$ cat src/rtl/fb_arbiter_pkg.sv
// Shared constants and types for the framebuffer access arbiter.
//   FB_ADDR_W / FB_DATA_W / FB_MASK_W : framebuffer access port field widths
//   TMO_CNT_W                        : width of the saturating timeout counter
//   arb_state_t                      : arbiter FSM state encoding
package fb_arbiter_pkg;

    localparam int unsigned FB_ADDR_W = 24;
    localparam int unsigned FB_DATA_W = 16;
    localparam int unsigned FB_MASK_W = 4;
    localparam int unsigned TMO_CNT_W = 13;

    typedef enum logic [1:0] {
        IDLE,
        BUSY,
        RELEASE
    } arb_state_t;

endpackage

$ cat src/rtl/fb_access_arbiter_if.sv
// Bundle of requester-side and framebuffer-side signals around the arbiter.
//   m_*      : per-requester sel/wr/mask/address/data in, shared read data and ack out
//   fb_*     : single framebuffer random-access port
//   grant_o  : index of the current/last granted requester (debug)
//   err_timeout_o : sticky downstream-timeout flag
// Modport slave is the arbiter's view, master is the environment's view.
interface fb_access_arbiter_if
    import fb_arbiter_pkg::*;
#(
    parameter int unsigned NUM_MASTERS = 2
);
    logic [NUM_MASTERS-1:0]                m_sel_i;
    logic [NUM_MASTERS-1:0]                m_wr_i;
    logic [NUM_MASTERS-1:0][FB_MASK_W-1:0] m_mask_i;
    logic [NUM_MASTERS-1:0][FB_ADDR_W-1:0] m_address_i;
    logic [NUM_MASTERS-1:0][FB_DATA_W-1:0] m_data_in_i;
    logic [FB_DATA_W-1:0]                  m_data_out_o;
    logic [NUM_MASTERS-1:0]                m_ack_o;

    logic                                  fb_sel_o;
    logic                                  fb_wr_o;
    logic [FB_MASK_W-1:0]                  fb_mask_o;
    logic [FB_ADDR_W-1:0]                  fb_address_o;
    logic [FB_DATA_W-1:0]                  fb_data_o;
    logic                                  fb_ack_i;
    logic [FB_DATA_W-1:0]                  fb_data_i;

    logic [1:0]                            grant_o;
    logic                                  err_timeout_o;

    modport slave (
        input  m_sel_i, m_wr_i, m_mask_i, m_address_i, m_data_in_i, fb_ack_i, fb_data_i,
        output m_data_out_o, m_ack_o, fb_sel_o, fb_wr_o, fb_mask_o, fb_address_o, fb_data_o,
        output grant_o, err_timeout_o
    );

    modport master (
        output m_sel_i, m_wr_i, m_mask_i, m_address_i, m_data_in_i, fb_ack_i, fb_data_i,
        input  m_data_out_o, m_ack_o, fb_sel_o, fb_wr_o, fb_mask_o, fb_address_o, fb_data_o,
        input  grant_o, err_timeout_o
    );

endinterface

$ cat src/rtl/rr_select.sv
// Combinational round-robin picker for up to four requesters.
//   req   : request vector
//   last  : index granted last time; the search starts at last+1 (mod NUM_MASTERS)
//   valid : at least one request present
//   idx   : winning requester index
module rr_select #(
    parameter int unsigned NUM_MASTERS = 2
) (
    input  logic [NUM_MASTERS-1:0] req,
    input  logic [1:0]             last,
    output logic                   valid,
    output logic [1:0]             idx
);

    // Zero-extended copy so a 2-bit index always fits, whatever NUM_MASTERS is.
    logic [3:0] req_ext;
    logic [1:0] cand;

    assign req_ext = 4'(req);

    always_comb begin
        valid = 1'b0;
        idx   = 2'd0;
        cand  = 2'd0;
        for (int unsigned i = 0; i < NUM_MASTERS; i++) begin
            cand = 2'((32'(last) + 32'd1 + i) % NUM_MASTERS);
            if (!valid && req_ext[cand]) begin
                valid = 1'b1;
                idx   = cand;
            end
        end
    end

endmodule

$ cat src/rtl/fb_access_arbiter.sv
// Round-robin arbiter sharing the framebuffer random-access port between requesters.
// One transaction in flight; each requester sees a plain sel/ack handshake.
//   clk     : framebuffer access clock
//   reset_i : synchronous active-high reset
//   bus     : requester and framebuffer signals (slave modport)
module fb_access_arbiter
    import fb_arbiter_pkg::*;
#(
    parameter int unsigned NUM_MASTERS    = 2,
    parameter int unsigned TIMEOUT_CYCLES = 4096
) (
    input logic                 clk,
    input logic                 reset_i,
    fb_access_arbiter_if.slave  bus
);

    arb_state_t             state_q, state_d;
    logic [1:0]             last_grant_q, last_grant_d;
    logic [1:0]             grant_q, grant_d;
    logic                   fb_sel_q, fb_sel_d;
    logic                   fb_wr_q, fb_wr_d;
    logic [FB_MASK_W-1:0]   fb_mask_q, fb_mask_d;
    logic [FB_ADDR_W-1:0]   fb_addr_q, fb_addr_d;
    logic [FB_DATA_W-1:0]   fb_data_q, fb_data_d;
    logic [NUM_MASTERS-1:0] ack_q, ack_d;
    logic [FB_DATA_W-1:0]   rdata_q, rdata_d;
    logic                   err_q, err_d;
    logic [TMO_CNT_W-1:0]   tmo_q, tmo_d;

    logic                   win_valid;
    logic [1:0]             win_idx;
    logic [TMO_CNT_W-1:0]   tmo_inc;
    logic                   tmo_hit;

    rr_select #(
        .NUM_MASTERS(NUM_MASTERS)
    ) u_rr_select (
        .req   (bus.m_sel_i),
        .last  (last_grant_q),
        .valid (win_valid),
        .idx   (win_idx)
    );

    // Saturating increment; abort fires on the BUSY cycle that brings the count to the limit.
    assign tmo_inc = (tmo_q == '1) ? tmo_q : tmo_q + 13'd1;
    assign tmo_hit = (TIMEOUT_CYCLES != 0) && (32'(tmo_inc) == TIMEOUT_CYCLES);

    always_comb begin
        state_d      = state_q;
        last_grant_d = last_grant_q;
        grant_d      = grant_q;
        fb_sel_d     = fb_sel_q;
        fb_wr_d      = fb_wr_q;
        fb_mask_d    = fb_mask_q;
        fb_addr_d    = fb_addr_q;
        fb_data_d    = fb_data_q;
        ack_d        = '0;
        rdata_d      = rdata_q;
        err_d        = err_q;
        tmo_d        = tmo_q;

        unique case (state_q)
            IDLE: begin
                if (win_valid) begin
                    for (int unsigned i = 0; i < NUM_MASTERS; i++) begin
                        if (win_idx == 2'(i)) begin
                            fb_wr_d   = bus.m_wr_i[i];
                            fb_mask_d = bus.m_mask_i[i];
                            fb_addr_d = bus.m_address_i[i];
                            fb_data_d = bus.m_data_in_i[i];
                        end
                    end
                    fb_sel_d     = 1'b1;
                    last_grant_d = win_idx;
                    grant_d      = win_idx;
                    tmo_d        = '0;
                    state_d      = BUSY;
                end
            end
            BUSY: begin
                if (bus.fb_ack_i || tmo_hit) begin
                    fb_sel_d = 1'b0;
                    for (int unsigned i = 0; i < NUM_MASTERS; i++) begin
                        if (grant_q == 2'(i)) begin
                            ack_d[i] = 1'b1;
                        end
                    end
                    if (bus.fb_ack_i) begin
                        if (!fb_wr_q) begin
                            rdata_d = bus.fb_data_i;
                        end
                    end else begin
                        rdata_d = '0;
                        err_d   = 1'b1;
                    end
                    state_d = RELEASE;
                end else begin
                    tmo_d = tmo_inc;
                end
            end
            RELEASE: begin
                // Gives the acked requester a cycle to drop sel before arbitration resumes.
                state_d = IDLE;
            end
            default: begin
                state_d  = IDLE;
                fb_sel_d = 1'b0;
            end
        endcase
    end

    always_ff @(posedge clk) begin
        if (reset_i) begin
            state_q      <= IDLE;
            last_grant_q <= 2'(NUM_MASTERS - 1);
            grant_q      <= 2'd0;
            fb_sel_q     <= 1'b0;
            fb_wr_q      <= 1'b0;
            fb_mask_q    <= '0;
            fb_addr_q    <= '0;
            fb_data_q    <= '0;
            ack_q        <= '0;
            rdata_q      <= '0;
            err_q        <= 1'b0;
            tmo_q        <= '0;
        end else begin
            state_q      <= state_d;
            last_grant_q <= last_grant_d;
            grant_q      <= grant_d;
            fb_sel_q     <= fb_sel_d;
            fb_wr_q      <= fb_wr_d;
            fb_mask_q    <= fb_mask_d;
            fb_addr_q    <= fb_addr_d;
            fb_data_q    <= fb_data_d;
            ack_q        <= ack_d;
            rdata_q      <= rdata_d;
            err_q        <= err_d;
            tmo_q        <= tmo_d;
        end
    end

    assign bus.fb_sel_o      = fb_sel_q;
    assign bus.fb_wr_o       = fb_wr_q;
    assign bus.fb_mask_o     = fb_mask_q;
    assign bus.fb_address_o  = fb_addr_q;
    assign bus.fb_data_o     = fb_data_q;
    assign bus.m_ack_o       = ack_q;
    assign bus.m_data_out_o  = rdata_q;
    assign bus.grant_o       = grant_q;
    assign bus.err_timeout_o = err_q;

endmodule

$ cat src/flat_wrapper.sv
// flat-port wrapper written by rule: the top's interface ports become plain ports
module fb_access_arbiter_flat import fb_arbiter_pkg::*;
#(
    parameter int unsigned NUM_MASTERS    = 2,
    parameter int unsigned TIMEOUT_CYCLES = 4096
)
  (clk, reset_i, bus_m_sel_i, bus_m_wr_i, bus_m_mask_i, bus_m_address_i, bus_m_data_in_i, bus_fb_ack_i, bus_fb_data_i, bus_m_data_out_o, bus_m_ack_o, bus_fb_sel_o, bus_fb_wr_o, bus_fb_mask_o, bus_fb_address_o, bus_fb_data_o, bus_grant_o, bus_err_timeout_o);
  fb_access_arbiter_if #(.NUM_MASTERS(NUM_MASTERS)) bus_i ();
  input logic clk;
  input logic reset_i;
  input wire logic [$bits(bus_i.m_sel_i)-1:0] bus_m_sel_i;
  input wire logic [$bits(bus_i.m_wr_i)-1:0] bus_m_wr_i;
  input wire logic [$bits(bus_i.m_mask_i)-1:0] bus_m_mask_i;
  input wire logic [$bits(bus_i.m_address_i)-1:0] bus_m_address_i;
  input wire logic [$bits(bus_i.m_data_in_i)-1:0] bus_m_data_in_i;
  input wire logic [$bits(bus_i.fb_ack_i)-1:0] bus_fb_ack_i;
  input wire logic [$bits(bus_i.fb_data_i)-1:0] bus_fb_data_i;
  output wire logic [$bits(bus_i.m_data_out_o)-1:0] bus_m_data_out_o;
  output wire logic [$bits(bus_i.m_ack_o)-1:0] bus_m_ack_o;
  output wire logic [$bits(bus_i.fb_sel_o)-1:0] bus_fb_sel_o;
  output wire logic [$bits(bus_i.fb_wr_o)-1:0] bus_fb_wr_o;
  output wire logic [$bits(bus_i.fb_mask_o)-1:0] bus_fb_mask_o;
  output wire logic [$bits(bus_i.fb_address_o)-1:0] bus_fb_address_o;
  output wire logic [$bits(bus_i.fb_data_o)-1:0] bus_fb_data_o;
  output wire logic [$bits(bus_i.grant_o)-1:0] bus_grant_o;
  output wire logic [$bits(bus_i.err_timeout_o)-1:0] bus_err_timeout_o;
  assign bus_i.m_sel_i = bus_m_sel_i;
  assign bus_i.m_wr_i = bus_m_wr_i;
  assign bus_i.m_mask_i = bus_m_mask_i;
  assign bus_i.m_address_i = bus_m_address_i;
  assign bus_i.m_data_in_i = bus_m_data_in_i;
  assign bus_i.fb_ack_i = bus_fb_ack_i;
  assign bus_i.fb_data_i = bus_fb_data_i;
  assign bus_m_data_out_o = bus_i.m_data_out_o;
  assign bus_m_ack_o = bus_i.m_ack_o;
  assign bus_fb_sel_o = bus_i.fb_sel_o;
  assign bus_fb_wr_o = bus_i.fb_wr_o;
  assign bus_fb_mask_o = bus_i.fb_mask_o;
  assign bus_fb_address_o = bus_i.fb_address_o;
  assign bus_fb_data_o = bus_i.fb_data_o;
  assign bus_grant_o = bus_i.grant_o;
  assign bus_err_timeout_o = bus_i.err_timeout_o;
  fb_access_arbiter #(.NUM_MASTERS(NUM_MASTERS), .TIMEOUT_CYCLES(TIMEOUT_CYCLES)) u_core (.clk(clk), .reset_i(reset_i), .bus(bus_i));
endmodule
$ cat config.mk
export PLATFORM = sky130hd
export DESIGN_NAME = fb_access_arbiter_flat
export DESIGN_NICKNAME = d
export VERILOG_FILES = /design/src/rtl/fb_arbiter_pkg.sv /design/src/rtl/fb_access_arbiter_if.sv /design/src/rtl/rr_select.sv /design/src/rtl/fb_access_arbiter.sv /design/src/flat_wrapper.sv
export SDC_FILE = /design/constraint.sdc
export NUM_CORES = 1
export LEC_CHECK = 0
export CAP_MARGIN = 20
export CORE_MARGIN = 2
export CORE_UTILIZATION = 35
export DETAILED_ROUTE_END_ITERATION = 12
export PLACE_DENSITY = 0.7
export REMOVE_ABC_BUFFERS = 1
export SKIP_CTS_REPAIR_TIMING = 1
export SLEW_MARGIN = 20
export SYNTH_ARGS = -nofsm -noshare
export SYNTH_HDL_FRONTEND = slang
export SYNTH_SLANG_ARGS = --single-unit
$ cat constraint.sdc
create_clock -name clk -period 6.3 [get_ports clk]
set_clock_uncertainty 0.15 [all_clocks]
set_input_delay 1.26 -clock clk [delete_from_list [all_inputs] [get_ports clk]]
set_output_delay 1.26 -clock clk [all_outputs]
set_load 0.02 [all_outputs]
==> metrics.cfg, run 1 <==
[critical_path]
crit_type=primary input to register
crit_path_max_incr_delay_ns=0.62
crit_fanout=31
crit_chain=clkdlybuf4s50_1, a21boi_4, buf_4, mux2i_1, a211oi_1
rrSetupSlack_ns=3.18
timing.rr.start=u_core.tmo_q[1]
end_kind=register
cp.arrival_ns=3.41
timing.rr.end=u_core.tmo_q[4]
worstPathRequired_ns=6.33
crit_slowest_cell=a21boi_4
cp-start-kind=primary input
r2r_cells=8

[floorplanning]
start_util_pct=36.2
die_area_um2=11600
die_y_um=108
rows=37
pin_count=178
core_area_um2=10400
die_x_um=108

[clocking]
clock_latency_ns=0.34
cts_buffers=9
htreeDepth=3
root_buffer=clkbuf_8
cts.sinks=82
cts_max_path_buffers=2
clk_pin_slew_ns=0.09
cts_tree=done

[power]
cellLeakagePower_nw=2.17
cellPowerDensity_nw_per_um2=224
vdd_drop_max_mv=0.152
sw_frac_of_total_pct=31.0
p_switching_uw=399
finalPower_mw=1.29
seqPwrFrac_pct=45.4
p_int_uw=888
p_clk_share_pct=27.5
comb_power_share_pct=27.0

[timing]
period_share_pct=53.6
setup_viol=0
slew_viol_final=0
whs_ns=0.334
layout_min_cycle_time_ns=3.38
rsz0062_at_grt=false
worst_slew_pin_slew_ns=1.01
finalHoldViolations=0
max_freq_mhz=296
tns_ns=0
relSlewSlack_pct=32.4

[route]
drc_errors=0
post_drt_wl_per_cell_um=16.1
ant_nets=0
drt_iter0_drc=197
num_vias=3712
routed_wl_um=11300
via_per_inst=5.29
firstDrtPassIters=6

[global_route]
grt_max_degree=94
grt_pass1_vias=3638
grt_pass1_wl_um=17900
antenna_found_initial=0
groute.usage.overall_pct=19.4
overflow=0

[synthesis]
mappedNetlistArea_um2=3750
ys_ff_latch=82
synth_cell_types=53
synth_area_per_cell_um2=9.32
ys_seq_area_share_pct=43.7
synthFlopType=dfxtp_1
syn_inst=403
synth_edf_count=0
ys_async_sr_fraction_pct=0
yosys_warnings=0

[finish]
multi_input_area_um2=1980
seq_area_um2=1640
syn_to_final_growth_pct=53.3
utilization_pct=55.5
antennaDiodeCount=0
finalNetCount=673
fill_cells=938
final_cell_mix=clkdlybuf4s50_1, dfxtp_1, nor2_1, a211oi_1, mux2i_1
final_common_cell=clkdlybuf4s50_1
drive_gt1_share_pct=5.83

[flow_run]
cap_violations=0

[min_path]
min_to=u_core.bus.m_data_out_o[13]
hold_depth=1
hp-start=u_core.bus.m_data_out_o[13]
hold_class=register to register

[place]
gp_congestion=0.868
hpwl_um=8150
port-buffer-count=176

[outcome]
outcome=finished clean

-- worst max path at each step --
stage                   startpoint                          to  slack, ns
floorplan           bus_m_sel_i[1]  u_core.bus.fb_address_o[0]      -0.62
global placement    bus_m_sel_i[1]     u_core.bus.fb_data_o[6]       2.58
detailed placement  bus_m_sel_i[1]     u_core.bus.fb_data_o[6]       2.54
CTS                 bus_m_sel_i[1]     u_core.bus.fb_data_o[6]       2.91
global route        bus_m_sel_i[1]     u_core.bus.fb_data_o[6]       2.80
finish              bus_m_sel_i[1]     u_core.bus.fb_data_o[6]       2.92
-- power groups by stage --
stage | logic (mW) | registers, mW | clock network, mW
finish | 0.348 | 0.585 | 0.355
global route | 0.377 | 0.591 | 0.384
CTS | 0.351 | 0.585 | 0.364
detailed placement | 0.350 | 0.595 | 0
global placement | 0.347 | 0.595 | 0
floorplan | 0.124 | 0.643 | 0
-- area by class of cell --
class,count,area share (%)
repair buffers,179,30.9
inverters,3,0.196
flip-flops and latches,82,28.5
clock buffers,10,2.22
multi-input cells,286,34.4
well taps,136,2.96
clock inverters,6,0.847
-- logic make-up after synthesis --
logic type                 share of synthesized area (%)
adders and majority gates                          0.333
AOI/OAI and AO/OA                                   22.2
muxes                                               12.5
buffers and inverters                               4.03
xor gates and xnor gates                           0.233
other                                             0.0999
DFF                                                 43.7
and+or+nand+nor                                     16.9
-- metal layers --
metal	wire length (um)	track usage (%)	up-vias
li1	-	-	1819
met1	4530	22.8	1702
met2	5270	31.7	174
met3	1290	8.41	17
met4	202	6.68	0
met5	0	0	-
-- cells in the mapped netlist (2+ instances only) --
| library cell | number | area share, % |
|---|---|---|
| a31oi_1 | 5 | 0.83 |
| o31a_1 | 2 | 0.47 |
| buf_2 | 4 | 0.53 |
| and2_1 | 2 | 0.33 |
| o211ai_1 | 3 | 0.60 |
| nor3_1 | 3 | 0.40 |
| nor2_1 | 60 | 6.0 |
| buf_4 | 2 | 0.40 |
| nand4b_1 | 2 | 0.47 |
| and3_1 | 4 | 0.67 |
| inv_1 | 3 | 0.30 |
| dfxtp_1 | 82 | 44 |
| or2_2 | 2 | 0.33 |
| nand2b_1 | 4 | 0.67 |
| o211a_1 | 2 | 0.53 |
| nor4_2 | 2 | 0.67 |
| clkbuf_1 | 19 | 1.9 |
| a22o_1 | 18 | 4.2 |
| nor4_1 | 4 | 0.67 |
| a21boi_0 | 2 | 0.40 |
| nor2b_1 | 4 | 0.67 |
| a21o_1 | 4 | 0.80 |
| a21oi_1 | 8 | 1.1 |
| o21ai_0 | 11 | 1.5 |
| or3_1 | 2 | 0.33 |
| mux2i_1 | 47 | 13 |
| a211oi_1 | 49 | 9.8 |
| nand3_1 | 8 | 1.1 |
| nand2_1 | 13 | 1.3 |
| buf_1 | 6 | 0.60 |
| nand4_1 | 2 | 0.33 |
| o41ai_1 | 3 | 0.70 |
-- through the flow --
| stage | worst slack [ns] | cells | area [um^2] |
|---|---|---|---|
| 2_1_floorplan | -0.622 | 371 | 3610 |
| 3_3_place_gp | 2.58 | 686 | 5580 |
| 3_5_place_dp | 2.54 | 686 | 5580 |
| 4_1_cts | 2.91 | 702 | 5760 |
| 5_1_grt | 2.80 | 702 | 5760 |
| 6_report | 2.92 | 702 | 5760 |
-- state kept, by name (all words and copies together) (netlist names) --
signal,count
u_core.bus.grant_o,1
u_core.bus.err_timeout_o,1
u_core.bus.m_data_out_o,16
u_core.last_grant_q,1
u_core.state_q,2
u_core.bus.fb_sel_o,1
u_core.bus.fb_address_o,24
u_core.bus.fb_wr_o,1
u_core.tmo_q,13
u_core.bus.fb_data_o,16
u_core.bus.fb_mask_o,4
u_core.bus.m_ack_o,2
-- critical path, delay by kind of cell --
kind | cells | cell delay [ns]
buf+inv | 2 | 1.09
mux | 1 | 0.32
compound gates | 2 | 0.72
No activity file was read; power rests on OpenSTA's default activity.
==> run 2: changes to the inputs <==
clock period = 3.21 ns   (was 6.3 ns; I/O delays follow)
==> run 2 against run 1 <==
Via count decreased by 0.54%. Routed wire length increased by 1.4%. Core utilization is 0.74 points higher. Hold slack got worse by 0.012 ns. Final area is 1.3% higher. Sequential power increased by 97%. Final cell count grew 1.1%. Clock power increased by 95%. Power grew 97%. Worst setup slack lost 2.6 ns. Global-route usage rose by 0.062 points. First-iteration DRC count down 12%. Critical endpoint is now u_core.tmo_q[4]. Largest power group unchanged.
==> metrics.cfg, run 2 (same netlist as run 1, synthesis figures left out) <==
[route]
drc_errors=0  ; unchanged
via_per_inst=5.20  ; -1.7%
num_vias=3692  ; -0.54%
ant_nets=0  ; unchanged
drt_iter0_drc=174  ; -12%
firstDrtPassIters=4  ; -2
routed_wl_um=11500  ; +1.4%
post_drt_wl_per_cell_um=16.1  ; +0.28%

[timing]
slew_viol_final=0  ; unchanged
period_share_pct=89.0
relSlewSlack_pct=31.7  ; -0.77 points
setup_viol=0  ; unchanged
worst_slew_pin_slew_ns=1.02  ; +0.0115 ns
rsz0062_at_grt=false
max_freq_mhz=350
tns_ns=0  ; unchanged
layout_setup_ws_ns=0.354  ; -2.57 ns
layout_min_cycle_time_ns=2.86
finalHoldViolations=0  ; unchanged

[finish]
final_cell_mix=clkdlybuf4s50_1, dfxtp_1, nor2_1, a211oi_1, mux2i_1
antennaDiodeCount=0  ; unchanged
drive_gt1_share_pct=7.32  ; +1.5 points
fill_cells=957  ; +2.0%
finalNetCount=681  ; +1.2%
largest_reg_flops=24  ; unchanged
syn_to_final_growth_pct=55.4
multi_input_area_um2=1980  ; +0.19%
final_common_cell=clkdlybuf4s50_1
seq_area_um2=1640  ; unchanged
final_cells=710  ; +1.1%

[floorplanning]
die_area_um2=11600  ; unchanged
rows=37  ; unchanged
start_util_pct=36.2  ; unchanged
die_x_um=108  ; unchanged
pin_count=178  ; unchanged
die_y_um=108  ; unchanged
core_area_um2=10400  ; unchanged

[critical_path]
worstPathRequired_ns=3.28  ; -3.05 ns
crit_type=register to register
cp.arrival_ns=2.92  ; -0.49 ns
path_buf_inv=0  ; -2
end_kind=register
crit_path_max_incr_delay_ns=0.64  ; +0.02 ns
crit_slowest_cell=or4_4
cp-start-kind=register
crit_chain=ha_1, and2_2, nand3_1, o32ai_1, nand4_1, or4_4, a41oi_1, a211oi_1
critPathTopFamily=simple AND/OR/NAND/NOR gates
crit_fanout=10  ; -68%

[power]
vdd_drop_max_mv=0.216  ; +42%
cellLeakagePower_nw=2.22  ; +2.1%
cellPowerDensity_nw_per_um2=435  ; +95%
finalPower_mw=2.54  ; +97%

[global_route]
grt_pass1_wl_um=17700  ; -0.77%
antenna_found_initial=0  ; unchanged
groute.usage.overall_pct=19.5  ; +0.062 points
grt_pass1_vias=3588  ; -1.4%
grt_max_degree=93  ; -1.1%
overflow=0  ; unchanged

[clocking]
cts_tree=done
cts_max_path_buffers=2  ; unchanged
cts_buffers=9  ; unchanged
clk_pin_slew_ns=0.09  ; about the same
cts.sinks=82  ; unchanged
root_buffer=clkbuf_8
htreeDepth=3  ; unchanged
clock_latency_ns=0.35  ; about the same

[min_path]
hold_class=register to register

[place]
place_ws_ns=0.281  ; -2.26 ns
place_inst=694  ; +1.2%
port-buffer-count=176  ; unchanged
gp_congestion=0.893  ; +2.8%
hpwl_um=8460  ; +3.8%

[flow_run]
cap_violations=0  ; unchanged

[outcome]
outcome=finished clean

[run 2: cell type report]
class                   count  share of cell area, %
clock buffers              10                   2.19
inverters                   3                  0.193
clock inverters             6                  0.836
repair buffers            187                   31.7
multi-input cells         286                   34.0
well taps                 136                   2.92
flip-flops and latches     82                   28.1
[run 2: path summary, 6_finish.rpt]
kind	from	to	slack, ns	cells after the start
worst min register to register	u_core.bus.grant_o[0]	u_core.bus.m_ack_o[0]	0.32	1
worst min-delay path	u_core.bus.grant_o[0]	u_core.bus.m_ack_o[0]	0.32	1
worst max register to register	u_core.tmo_q[1]	u_core.tmo_q[4]	0.35	8
worst max-delay path	u_core.tmo_q[1]	u_core.tmo_q[4]	0.35	8
[run 2: through the flow]
step	hold slack, ns	cell area (um^2)	utilization, %
2_1_floorplan	0.327	3610	-
3_3_place_gp	0.303	5650	54.5
3_5_place_dp	0.302	5650	54.5
4_1_cts	0.332	5830	56.2
5_1_grt	0.356	5830	56.3
6_report	0.322	5830	56.3
[run 2: power by group]
part           total, mW  internal (mW)  switching (mW)  leakage, nW
clock network      0.693          0.291           0.402       0.0852
logic              0.698          0.359           0.339         1.46
registers           1.15           1.10          0.0458        0.675
total               2.54           1.75           0.787         2.22
[run 2: layer usage]
metal	track usage [%]	share of wire (%)
met2	32.0	47
met3	8.47	11
met4	6.68	1.9
met1	22.7	40
met5	0	0
==> run 3: changes to the inputs <==
DONT_BUFFER_PORTS = 1   (was not set)
PLACE_DENSITY = not set   (was 0.7)
==> run 3 against run 2 <==
Worst setup slack got worse by 0.089 ns. Via count fell by 19%. Sequential share of layout area rose by 12 points. Final cell count fell by 25%. Sequential power rose by 9.6%. Clock power rose by 7.5%. Final area fell by 31%. Combinational power fell by 61%. First-iteration DRC count fell by 23%.
==> metrics.cfg, run 3 (same netlist as run 1, synthesis figures left out) <==
[outcome]
outcome=finished clean

[global_route]
grt_max_degree=83  ; -11%
antenna_found_initial=0  ; unchanged
grt_pass1_wl_um=13900  ; -22%
overflow=0  ; unchanged
grt_pass1_vias=2743  ; -24%
groute.usage.overall_pct=15.4  ; -4.1 points

[finish]
fill_cells=1080  ; +13%
finalNetCount=502  ; -26%
utilization_pct=39.1  ; -17 points
seq_area_um2=1640  ; unchanged
final_common_cell=dfxtp_1
antennaDiodeCount=0  ; unchanged
final_cell_mix=dfxtp_1, nor2_1, a211oi_1, mux2i_1, a22o_1
drive_gt1_share_pct=9.39  ; +2.1 points
syn_to_final_growth_pct=7.93
largest_reg_flops=24  ; unchanged
final_area_um2=4050  ; -31%
multi_input_area_um2=1980  ; -0.19%

[floorplanning]
die_area_um2=11600  ; unchanged
start_util_pct=36.2  ; unchanged
die_x_um=108  ; unchanged
core_area_um2=10400  ; unchanged
pin_count=178  ; unchanged
die_y_um=108  ; unchanged
rows=37  ; unchanged

[timing]
max_freq_mhz=339  ; -3.0%
layout_min_cycle_time_ns=2.95  ; +0.0894 ns
period_share_pct=91.8  ; +2.8 points
worst_slew_pin_slew_ns=0.943  ; -0.0765 ns
finalHoldViolations=0  ; unchanged
tns_ns=0  ; unchanged
whs_ns=0.198  ; -0.124 ns
setup_viol=0  ; unchanged
rsz0062_at_grt=false
slew_viol_final=0  ; unchanged
relSlewSlack_pct=36.8  ; +5.1 points

[clocking]
cts_max_path_buffers=2  ; unchanged
cts_buffers=9  ; unchanged
cts_tree=done
htreeDepth=3  ; unchanged
clock_latency_ns=0.36  ; about the same
cts.sinks=82  ; unchanged
clk_pin_slew_ns=0.09  ; about the same
root_buffer=clkbuf_8

[place]
dpl_cell_area_um2=3860  ; -32%
hpwl_um=6820  ; -19%
port-buffer-count=0  ; -100%
gp_congestion=0.896  ; +0.34%

[critical_path]
crit_type=register to register
timing.rr.end=u_core.bus.m_data_out_o[6]
worstPathRequired_ns=3.30  ; +0.02 ns
cp-start-kind=register
cp-startpoint=u_core.tmo_q[1]
rrSetupSlack_ns=0.26  ; -0.09 ns
crit_fanout=13  ; +3
timing.rr.start=u_core.tmo_q[1]
cp.arrival_ns=3.04  ; +0.12 ns
r2r_cells=9  ; +1
end_kind=register
crit_path_end=u_core.bus.m_data_out_o[6]

[route]
firstDrtPassIters=5  ; +1
num_vias=3004  ; -19%
routed_wl_um=9340  ; -19%
post_drt_wl_per_cell_um=17.6  ; +9.2%
drt_iter0_drc=134  ; -23%
ant_nets=0  ; unchanged
via_per_inst=5.67  ; +9.0%
drc_errors=0  ; unchanged

[power]
vdd_drop_max_mv=0.212  ; -1.6%
cellPowerDensity_nw_per_um2=562  ; +29%
finalPower_mw=2.28  ; -10%
cellLeakagePower_nw=1.55  ; -30%

[flow_run]
cap_violations=0  ; unchanged

[min_path]
hold_class=primary input to register

[run 3: worst max-delay path, stage by stage (launching register included)]
cell and delay [ns]:
dfxtp_1 0.42, ha_1 0.31, and2_2 0.22, nand3_1 0.10, o32ai_1 0.29, nand4_1 0.22, o41ai_1 0.56, a21oi_2 0.16
buf_4 0.21, a22o_1 0.19
[run 3: area by class of cell]
| type | count | area share, % |
|---|---|---|
| multi-input combinational | 286 | 48.8 |
| sequential | 82 | 40.5 |
| tap | 136 | 4.20 |
| clock buffer | 9 | 3.06 |
| clock inverter | 6 | 1.64 |
| timing repair buffer | 8 | 1.48 |
| inverter | 3 | 0.278 |
[run 3: how the worst min path moves through the flow]
stage / startpoint / endpoint / slack (ns) / cells past startpoint
after CTS: reset_i / u_core.bus.err_timeout_o / 0.18 / 1
final: reset_i / u_core.bus.err_timeout_o / 0.20 / 1
after floorplan: u_core.tmo_q[0] / u_core.tmo_q[0] / 0.33 / 2
after global routing: reset_i / u_core.bus.fb_mask_o[0] / 0.17 / 1
after global placement: u_core.tmo_q[0] / u_core.tmo_q[0] / 0.34 / 2
after detailed placement: u_core.tmo_q[0] / u_core.tmo_q[0] / 0.36 / 2
[run 3: through the flow]
stage	std cells	setup WS [ns]
2_1_floorplan	371	-3.09
3_3_place_gp	515	0.386
3_5_place_dp	515	0.300
4_1_cts	530	0.270
5_1_grt	530	0.112
6_report	530	0.264
[run 3: where the power goes]
part / internal, mW / leakage, nW / switching, mW
sequential: 1.10 / 0.675 / 0.158
clock: 0.359 / 0.0998 / 0.385
combinational: 0.115 / 0.774 / 0.158
[run 3: routing by layer]
metal  wire (um)  track usage (%)  share of wire [%]  vias up
met5           0                0                  0        -
met4          93             4.85                1.0        0
met3         934             5.33                 10        9
met2        4590             26.1                 49      159
met1        3720             18.3                 40     1361
li1            -                -                  -     1475
